--- src/rtl/fetch_stage_if.sv ---
// Fetch stage bus bundle: icache read handshake, downstream stall/redirect, IF/ID outputs.
// Latency: n/a (signal bundle only).
// Backpressure: stall from decode, ihit from icache; master = fetch stage, slave = its environment.
interface fetch_stage_if;
  // icache side
  logic        ihit;
  logic [31:0] iload;
  logic        imemREN;
  logic [31:0] imemaddr;
  // control from decode / branch resolution
  logic        stall;
  logic        redirect_valid;
  logic [31:0] redirect_pc;
  // IF/ID side
  logic [31:0] instr_out;
  logic [31:0] pc_out;
  logic [31:0] pcplusfour_out;
  logic        valid_out;
  logic        halt_out;

  modport master (
    input  ihit, iload, stall, redirect_valid, redirect_pc,
    output imemREN, imemaddr, instr_out, pc_out, pcplusfour_out, valid_out, halt_out
  );

  modport slave (
    output ihit, iload, stall, redirect_valid, redirect_pc,
    input  imemREN, imemaddr, instr_out, pc_out, pcplusfour_out, valid_out, halt_out
  );
endinterface

--- src/rtl/fetch_stage.sv ---
// Instruction fetch: owns PC, drives icache reads, buffers a word while decode stalls, applies redirects.
// Latency: zero added; iload is forwarded to instr_out in the ihit cycle, 1 instr/cycle on back-to-back hits.
// Backpressure: stall parks the fetched word in buf_instr (HOLD, no icache reads) until released or redirected.
// Ports: CLK, nRST (async active-low), fif (master): ihit/iload/imemREN/imemaddr to icache,
//        stall/redirect_valid/redirect_pc from downstream, instr_out/pc_out/pcplusfour_out/valid_out/halt_out to IF/ID.
module fetch_stage #(
  parameter logic [31:0] PC_INIT = 32'h00000000,
  parameter logic [5:0]  HALT_OP = 6'b111111
) (
  input  logic          CLK,
  input  logic          nRST,
  fetch_stage_if.master fif
);

  typedef enum logic [1:0] {FETCH, HOLD, DRAIN, HALTED} state_t;

  state_t      state;
  logic [31:0] pc;
  logic [31:0] buf_instr;
  logic [31:0] pend_pc;
  logic [31:0] pc_next_seq;

  assign pc_next_seq = pc + 32'd4;

  // Outputs are combinational from state/registers and the current inputs.
  always_comb begin
    fif.imemREN        = 1'b0;
    fif.imemaddr       = pc;
    fif.valid_out      = 1'b0;
    fif.instr_out      = 32'h0;
    fif.halt_out       = 1'b0;
    fif.pc_out         = pc;
    fif.pcplusfour_out = pc_next_seq;
    case (state)
      FETCH: begin
        fif.imemREN = 1'b1;
        if (fif.ihit && !fif.redirect_valid && !fif.stall) begin
          fif.valid_out = 1'b1;
          fif.instr_out = fif.iload;
        end
      end
      HOLD: begin
        if (!fif.redirect_valid && !fif.stall) begin
          fif.valid_out = 1'b1;
          fif.instr_out = buf_instr;
        end
      end
      // The request in flight keeps its original address until the cache answers.
      DRAIN:   fif.imemREN  = 1'b1;
      HALTED:  fif.halt_out = 1'b1;
      default: ;
    endcase
  end

  always_ff @(posedge CLK or negedge nRST) begin
    if (!nRST) begin
      state     <= FETCH;
      pc        <= PC_INIT;
      buf_instr <= 32'h0;
      pend_pc   <= 32'h0;
    end else begin
      case (state)
        FETCH: begin
          if (fif.ihit) begin
            if (fif.redirect_valid) begin
              pc <= fif.redirect_pc;
            end else if (fif.stall) begin
              buf_instr <= fif.iload;
              state     <= HOLD;
            end else begin
              pc <= pc_next_seq;
              if (fif.iload[31:26] == HALT_OP) state <= HALTED;
            end
          end else if (fif.redirect_valid) begin
            // Cannot retarget a live request; remember the target and drain it.
            pend_pc <= fif.redirect_pc;
            state   <= DRAIN;
          end
        end
        HOLD: begin
          // A redirect squashes the buffered word even if stall releases this cycle.
          if (fif.redirect_valid) begin
            pc    <= fif.redirect_pc;
            state <= FETCH;
          end else if (!fif.stall) begin
            pc    <= pc_next_seq;
            state <= (buf_instr[31:26] == HALT_OP) ? HALTED : FETCH;
          end
        end
        DRAIN: begin
          if (fif.redirect_valid) pend_pc <= fif.redirect_pc;
          if (fif.ihit) begin
            pc    <= fif.redirect_valid ? fif.redirect_pc : pend_pc;
            state <= FETCH;
          end
        end
        HALTED: begin
          // A HALT fetched down a mispredicted path is undone by the redirect.
          if (fif.redirect_valid) begin
            pc    <= fif.redirect_pc;
            state <= FETCH;
          end
        end
        default: state <= FETCH;
      endcase
    end
  end

endmodule

--- src/flat_wrapper.sv ---
// flat-port wrapper written by rule: the top's interface ports become plain ports
module fetch_stage_flat 
#(
  parameter logic [31:0] PC_INIT = 32'h00000000,
  parameter logic [5:0]  HALT_OP = 6'b111111
)
  (CLK, nRST, fif_ihit, fif_iload, fif_stall, fif_redirect_valid, fif_redirect_pc, fif_imemREN, fif_imemaddr, fif_instr_out, fif_pc_out, fif_pcplusfour_out, fif_valid_out, fif_halt_out);
  fetch_stage_if fif_i ();
  input  logic CLK;
  input  logic nRST;
  input wire logic [$bits(fif_i.ihit)-1:0] fif_ihit;
  input wire logic [$bits(fif_i.iload)-1:0] fif_iload;
  input wire logic [$bits(fif_i.stall)-1:0] fif_stall;
  input wire logic [$bits(fif_i.redirect_valid)-1:0] fif_redirect_valid;
  input wire logic [$bits(fif_i.redirect_pc)-1:0] fif_redirect_pc;
  output wire logic [$bits(fif_i.imemREN)-1:0] fif_imemREN;
  output wire logic [$bits(fif_i.imemaddr)-1:0] fif_imemaddr;
  output wire logic [$bits(fif_i.instr_out)-1:0] fif_instr_out;
  output wire logic [$bits(fif_i.pc_out)-1:0] fif_pc_out;
  output wire logic [$bits(fif_i.pcplusfour_out)-1:0] fif_pcplusfour_out;
  output wire logic [$bits(fif_i.valid_out)-1:0] fif_valid_out;
  output wire logic [$bits(fif_i.halt_out)-1:0] fif_halt_out;
  assign fif_i.ihit = fif_ihit;
  assign fif_i.iload = fif_iload;
  assign fif_i.stall = fif_stall;
  assign fif_i.redirect_valid = fif_redirect_valid;
  assign fif_i.redirect_pc = fif_redirect_pc;
  assign fif_imemREN = fif_i.imemREN;
  assign fif_imemaddr = fif_i.imemaddr;
  assign fif_instr_out = fif_i.instr_out;
  assign fif_pc_out = fif_i.pc_out;
  assign fif_pcplusfour_out = fif_i.pcplusfour_out;
  assign fif_valid_out = fif_i.valid_out;
  assign fif_halt_out = fif_i.halt_out;
  fetch_stage #(.PC_INIT(PC_INIT), .HALT_OP(HALT_OP)) u_core (.CLK(CLK), .nRST(nRST), .fif(fif_i));
endmodule
--- config.mk ---
export PLATFORM = sky130hd
export DESIGN_NAME = fetch_stage_flat
export DESIGN_NICKNAME = d
export VERILOG_FILES = /design/src/rtl/fetch_stage_if.sv /design/src/rtl/fetch_stage.sv /design/src/flat_wrapper.sv
export SDC_FILE = /design/constraint.sdc
export NUM_CORES = 1
export LEC_CHECK = 0
export BUFFER_PORTS_ARGS = -buffer_cell sky130_fd_sc_hd__buf_2
export CAP_MARGIN = 20
export CELL_PAD_IN_SITES_DETAIL_PLACEMENT = 1
export CELL_PAD_IN_SITES_GLOBAL_PLACEMENT = 1
export CORE_UTILIZATION = 41
export DETAILED_ROUTE_END_ITERATION = 8
export PLACE_DENSITY = 0.89
export SYNTH_ARGS = -nofsm -noshare
export SYNTH_HDL_FRONTEND = slang
export SYNTH_SLANG_ARGS = --single-unit
export TNS_END_PERCENT = 5
--- constraint.sdc ---
create_clock -name CLK -period 4.8 [get_ports CLK]
set_input_delay 0.96 -clock CLK [delete_from_list [all_inputs] [get_ports CLK]]
set_output_delay 0.96 -clock CLK [all_outputs]
set_load 0.01 [all_outputs]
==> impl_metrics.py <==
metrics = {
    "floorplanning": {
        "dieArea_sq_um": 14800,
        "pin_count": 200,
        "floorplan.core_area_sq_um": 13900,
        "die_width_um": 122,
        "y_dimension_of_the_die_um": 122,
        "initial_utilization_pct": 42.1,
        "placementRows": 43,
    },
    "clock_tree": {
        "tritoncts_clock_tree": "yes",
        "cts_hold_buf": 0,
        "cts-root-to-sink-buffers": 2,
        "cts-root-buf": "clkbuf_16",
        "cts.sink_count": 98,
        "clk_transition_reported_paths_ns": 0.06,
        "cts_repair_resized_insts": 0,
        "cts-htree-levels": 3,
        "clk_latency_ns": 0.34,
        "number_of_cts_inserted_buffers": 9,
        "postCtsSetupBuffers": 0,
    },
    "timing": {
        "portion_of_the_clock_cycle_consumed_by_the_worst_path_in_the_final_layout_pct": 75.8,
        "final-max-slew-violation-count": 0,
        "layout_min_cycle_time_ns": 3.64,
        "setup_tns_ns": 0,
        "relative_slew_slack_pct": 24.9,
        "hold_viol": 0,
        "worst_slack_ns": 1.16,
        "finalClockSkew_ns": 0.00679,
        "finalSetupViolCount": 0,
        "clock.fmax_ghz": 0.275,
        "rsz_0062_raised_after_global_routing": "no",
        "tightest_slew_ns": 1.12,
    },
    "final_layout": {
        "ff_latch_area_sq_um": 2450,
        "final-instance-count-excl-fill": 915,
        "antenna_cells_inserted": 0,
        "stdcell_area_sq_um": 7060,
        "flow.area_growth_from_synthesis_pct": 20.4,
        "nFillCells": 1634,
        "nets": 801,
        "drive_above_1_share_pct": 41.2,
        "multi_input_comb_area_sq_um": 2960,
    },
    "logic_synthesis": {
        "syn_avg_cell_area_sq_um": 9.96,
        "yosysWarningCount": 0,
        "syn-num-nets": 659,
        "ys_async_sr_fraction_pct": 100,
        "sequential_cell_area_fraction_in_the_yosys_report_pct": 41.8,
        "synth-main-ff-cell": "dfrtp_1",
        "synth_seq_cells": 98,
        "synthesis.instances": 589,
        "syn_area_sq_um": 5860,
        "synth-edff-count": 0,
        "number_of_distinct_library_cells_after_synthesis": 47,
    },
    "setup_path": {
        "cp_top_family": "simple AND/OR/NAND/NOR gates",
        "endpoint_kind": "output port",
        "crit_arrival_ns": 2.68,
        "cp_slowest_cell": "nor3_1",
        "worstPathRequired_ns": 3.84,
        "startpoint_type": "flip-flop",
        "critPathKind": "flip-flop to output port",
        "crit_fanout": 11,
        "path_cells": "nand2_1, nor3_1, nand3_1, xnor2_1, buf_2",
        "path_buf_inv": 1,
        "cp_slowest_stage_delay_ns": 0.92,
    },
    "route": {
        "drt_first_pass_iters": 4,
        "drtIter0Drc": 360,
        "detail_route.drc_violations": 0,
        "avgViaCountPerCell": 5.95,
        "route.vias.total": 5445,
        "wl_mm": 18.1,
        "routedWlPerCell_um": 19.8,
        "ant_nets": 0,
    },
    "placed_design": {
        "place_hpwl_mm": 12.7,
        "detailed_place.area_sq_um": 6770,
        "dp.cells": 900,
        "place_worst_setup_slack_ns": 1.53,
        "finalWeightedCongestion": 0.840,
        "placement.io_buffers": 199,
    },
    "grt": {
        "grt_usage_pct": 25.2,
        "global_route.overflow_total": 0,
        "grt_first_pass_wirelength_mm": 29.1,
        "largest_net_degree_at_the_start_of_global_routing": 55,
        "via_count_of_the_first_global_routing_pass": 5474,
        "antenna_violations_before_repair": 0,
    },
    "power_and_ir_drop": {
        "irDropWorstVdd_v": 0.000221,
        "power.combinational.fraction_pct": 46.5,
        "p_sw_share_pct": 42.4,
        "sequential_power_share_pct": 37.9,
        "internal-power_mw": 2.60,
        "clkPwrFrac_pct": 15.6,
        "power.switching_mw": 1.91,
        "power_leakage_nw": 3.28,
        "power_per_unit_of_standard_cell_area_nw_per_um2": 639,
    },
    "outcome": {
        "status": "finished, final reports clean",
    },
    "run": {
        "cap_viol_max_count": 0,
    },
    "hold_path": {
        "hold_class": "flip-flop to flip-flop",
    },
}
final cells by class:
class                      instances  share of cell area [%]
multi-input combinational        400                    42.0
clock inverter                     2                   0.142
inverter                          11                   0.585
timing repair buffer             211                    15.4
clock buffer                      13                    3.97
tap                              180                    3.19
sequential                        98                    34.7
power groups by stage:
stage,Clock [mW],Combinational [mW],Sequential (mW)
6_report,0.705,2.10,1.71
5_1_grt,0.750,2.32,1.76
3_3_place_gp,0,2.01,1.66
4_1_cts,0.722,2.12,1.70
3_5_place_dp,0,2.10,1.70
2_1_floorplan,0,1.50,1.62
layer usage:
layer	global-route usage [%]	up-vias	wire length, um
met5	0	-	0
met4	10.3	0	282
met3	3.79	24	970
met2	42.0	201	9020
met1	32.7	2772	7870
li1	-	2448	-
layout by cell type, fill, tap and decap left out, types with 16 or more instances in the layout:
cell	instances
a21oi_1	20
nor2_1	22
buf_2	198
mux2_2	64
nand2_1	34
a22o_1	48
nand3_1	24
dfrtp_1	98
a22oi_1	16
xnor2_1	19
o21ai_0	34
path summary, 6_finish.rpt:
kind,cells after the start,end,start,slack [ns]
max in group asynchronous,2,u_core.pend_pc[5],nRST,3.06
min,1,u_core.pend_pc[22],u_core.pend_pc[22],0.51
min reg2reg,1,u_core.pend_pc[22],u_core.pend_pc[22],0.51
max reg2reg,7,u_core.buf_instr[3],u_core.state[1],2.06
max,5,fif_pcplusfour_out[29],u_core.fif.imemaddr[17],1.16
min in group asynchronous,1,u_core.fif.imemaddr[12],nRST,0.66
through the flow:
stage	power, mW	hold WS [ns]	utilization, %
2_1_floorplan	3.11	0.479	-
3_3_place_gp	3.67	0.487	48.5
3_5_place_dp	3.80	0.495	48.6
4_1_cts	4.54	0.509	50.7
5_1_grt	4.83	0.519	50.7
6_report	4.51	0.510	50.7
logic make-up (layout without fill, tap and decap cells):
group | count (synthesis) | count (layout) | share of synthesized area (%)
multiplexers | 67 | 67 | 12.8
adder cells (fa/ha/maj) | 1 | 1 | 0.213
flip-flops | 98 | 98 | 41.8
AO/OA/AOI/OAI | 167 | 167 | 20.2
buffers and inverters | 91 | 237 | 8.17
XOR/XNOR | 28 | 28 | 4.18
AND/OR/NAND/NOR | 137 | 137 | 12.6
cells in the mapped netlist, types with 2 or more instances:
library cell  count  area, sq um
dfrtp_1          98         2450
mux2_2           64          721
a22o_1           48          420
clkbuf_1         36          135
buf_4            35          263
nand2_1          34          128
o21ai_0          34          170
nand3_1          24          120
nor2_1           23         86.3
a21oi_1          20          100
xnor2_1          19          166
a22oi_1          16          120
nor3_1           13         65.1
a31oi_1          11         68.8
inv_1            11         41.3
a221oi_1          9         78.8
xor2_1            9         78.8
or4_1             8         60.1
and2_1            7         43.8
o22ai_1           7         43.8
nand4_1           6         37.5
o211ai_1          6         45.0
and3_1            5         31.3
buf_2             5         25.0
buf_1             4         15.0
o2bb2ai_1         4         35.0
mux2i_1           3         30.0
nor4_1            3         18.8
and4_2            2         20.0
nand4_4           2         42.5
o221ai_1          2         17.5
o22a_1            2         17.5
o31a_1            2         17.5
o31ai_1           2         15.0
or2_2             2         12.5
or3_1             2         12.5
sequential cells by signal, indices dropped and copies added, names as in the netlist:
register,flops
u_core.buf_instr,32
u_core.pend_pc,32
u_core.state,2
u_core.fif.imemaddr,32
worst register-to-register path: cells and delay by family, from the launching register on:
family,cells,cell delay [ns]
and+or+nand+nor,2,0.46
muxes,1,0.40
DFF,1,0.36
buffers and inverters,4,1.41
(Power assumes the default switching activity.)
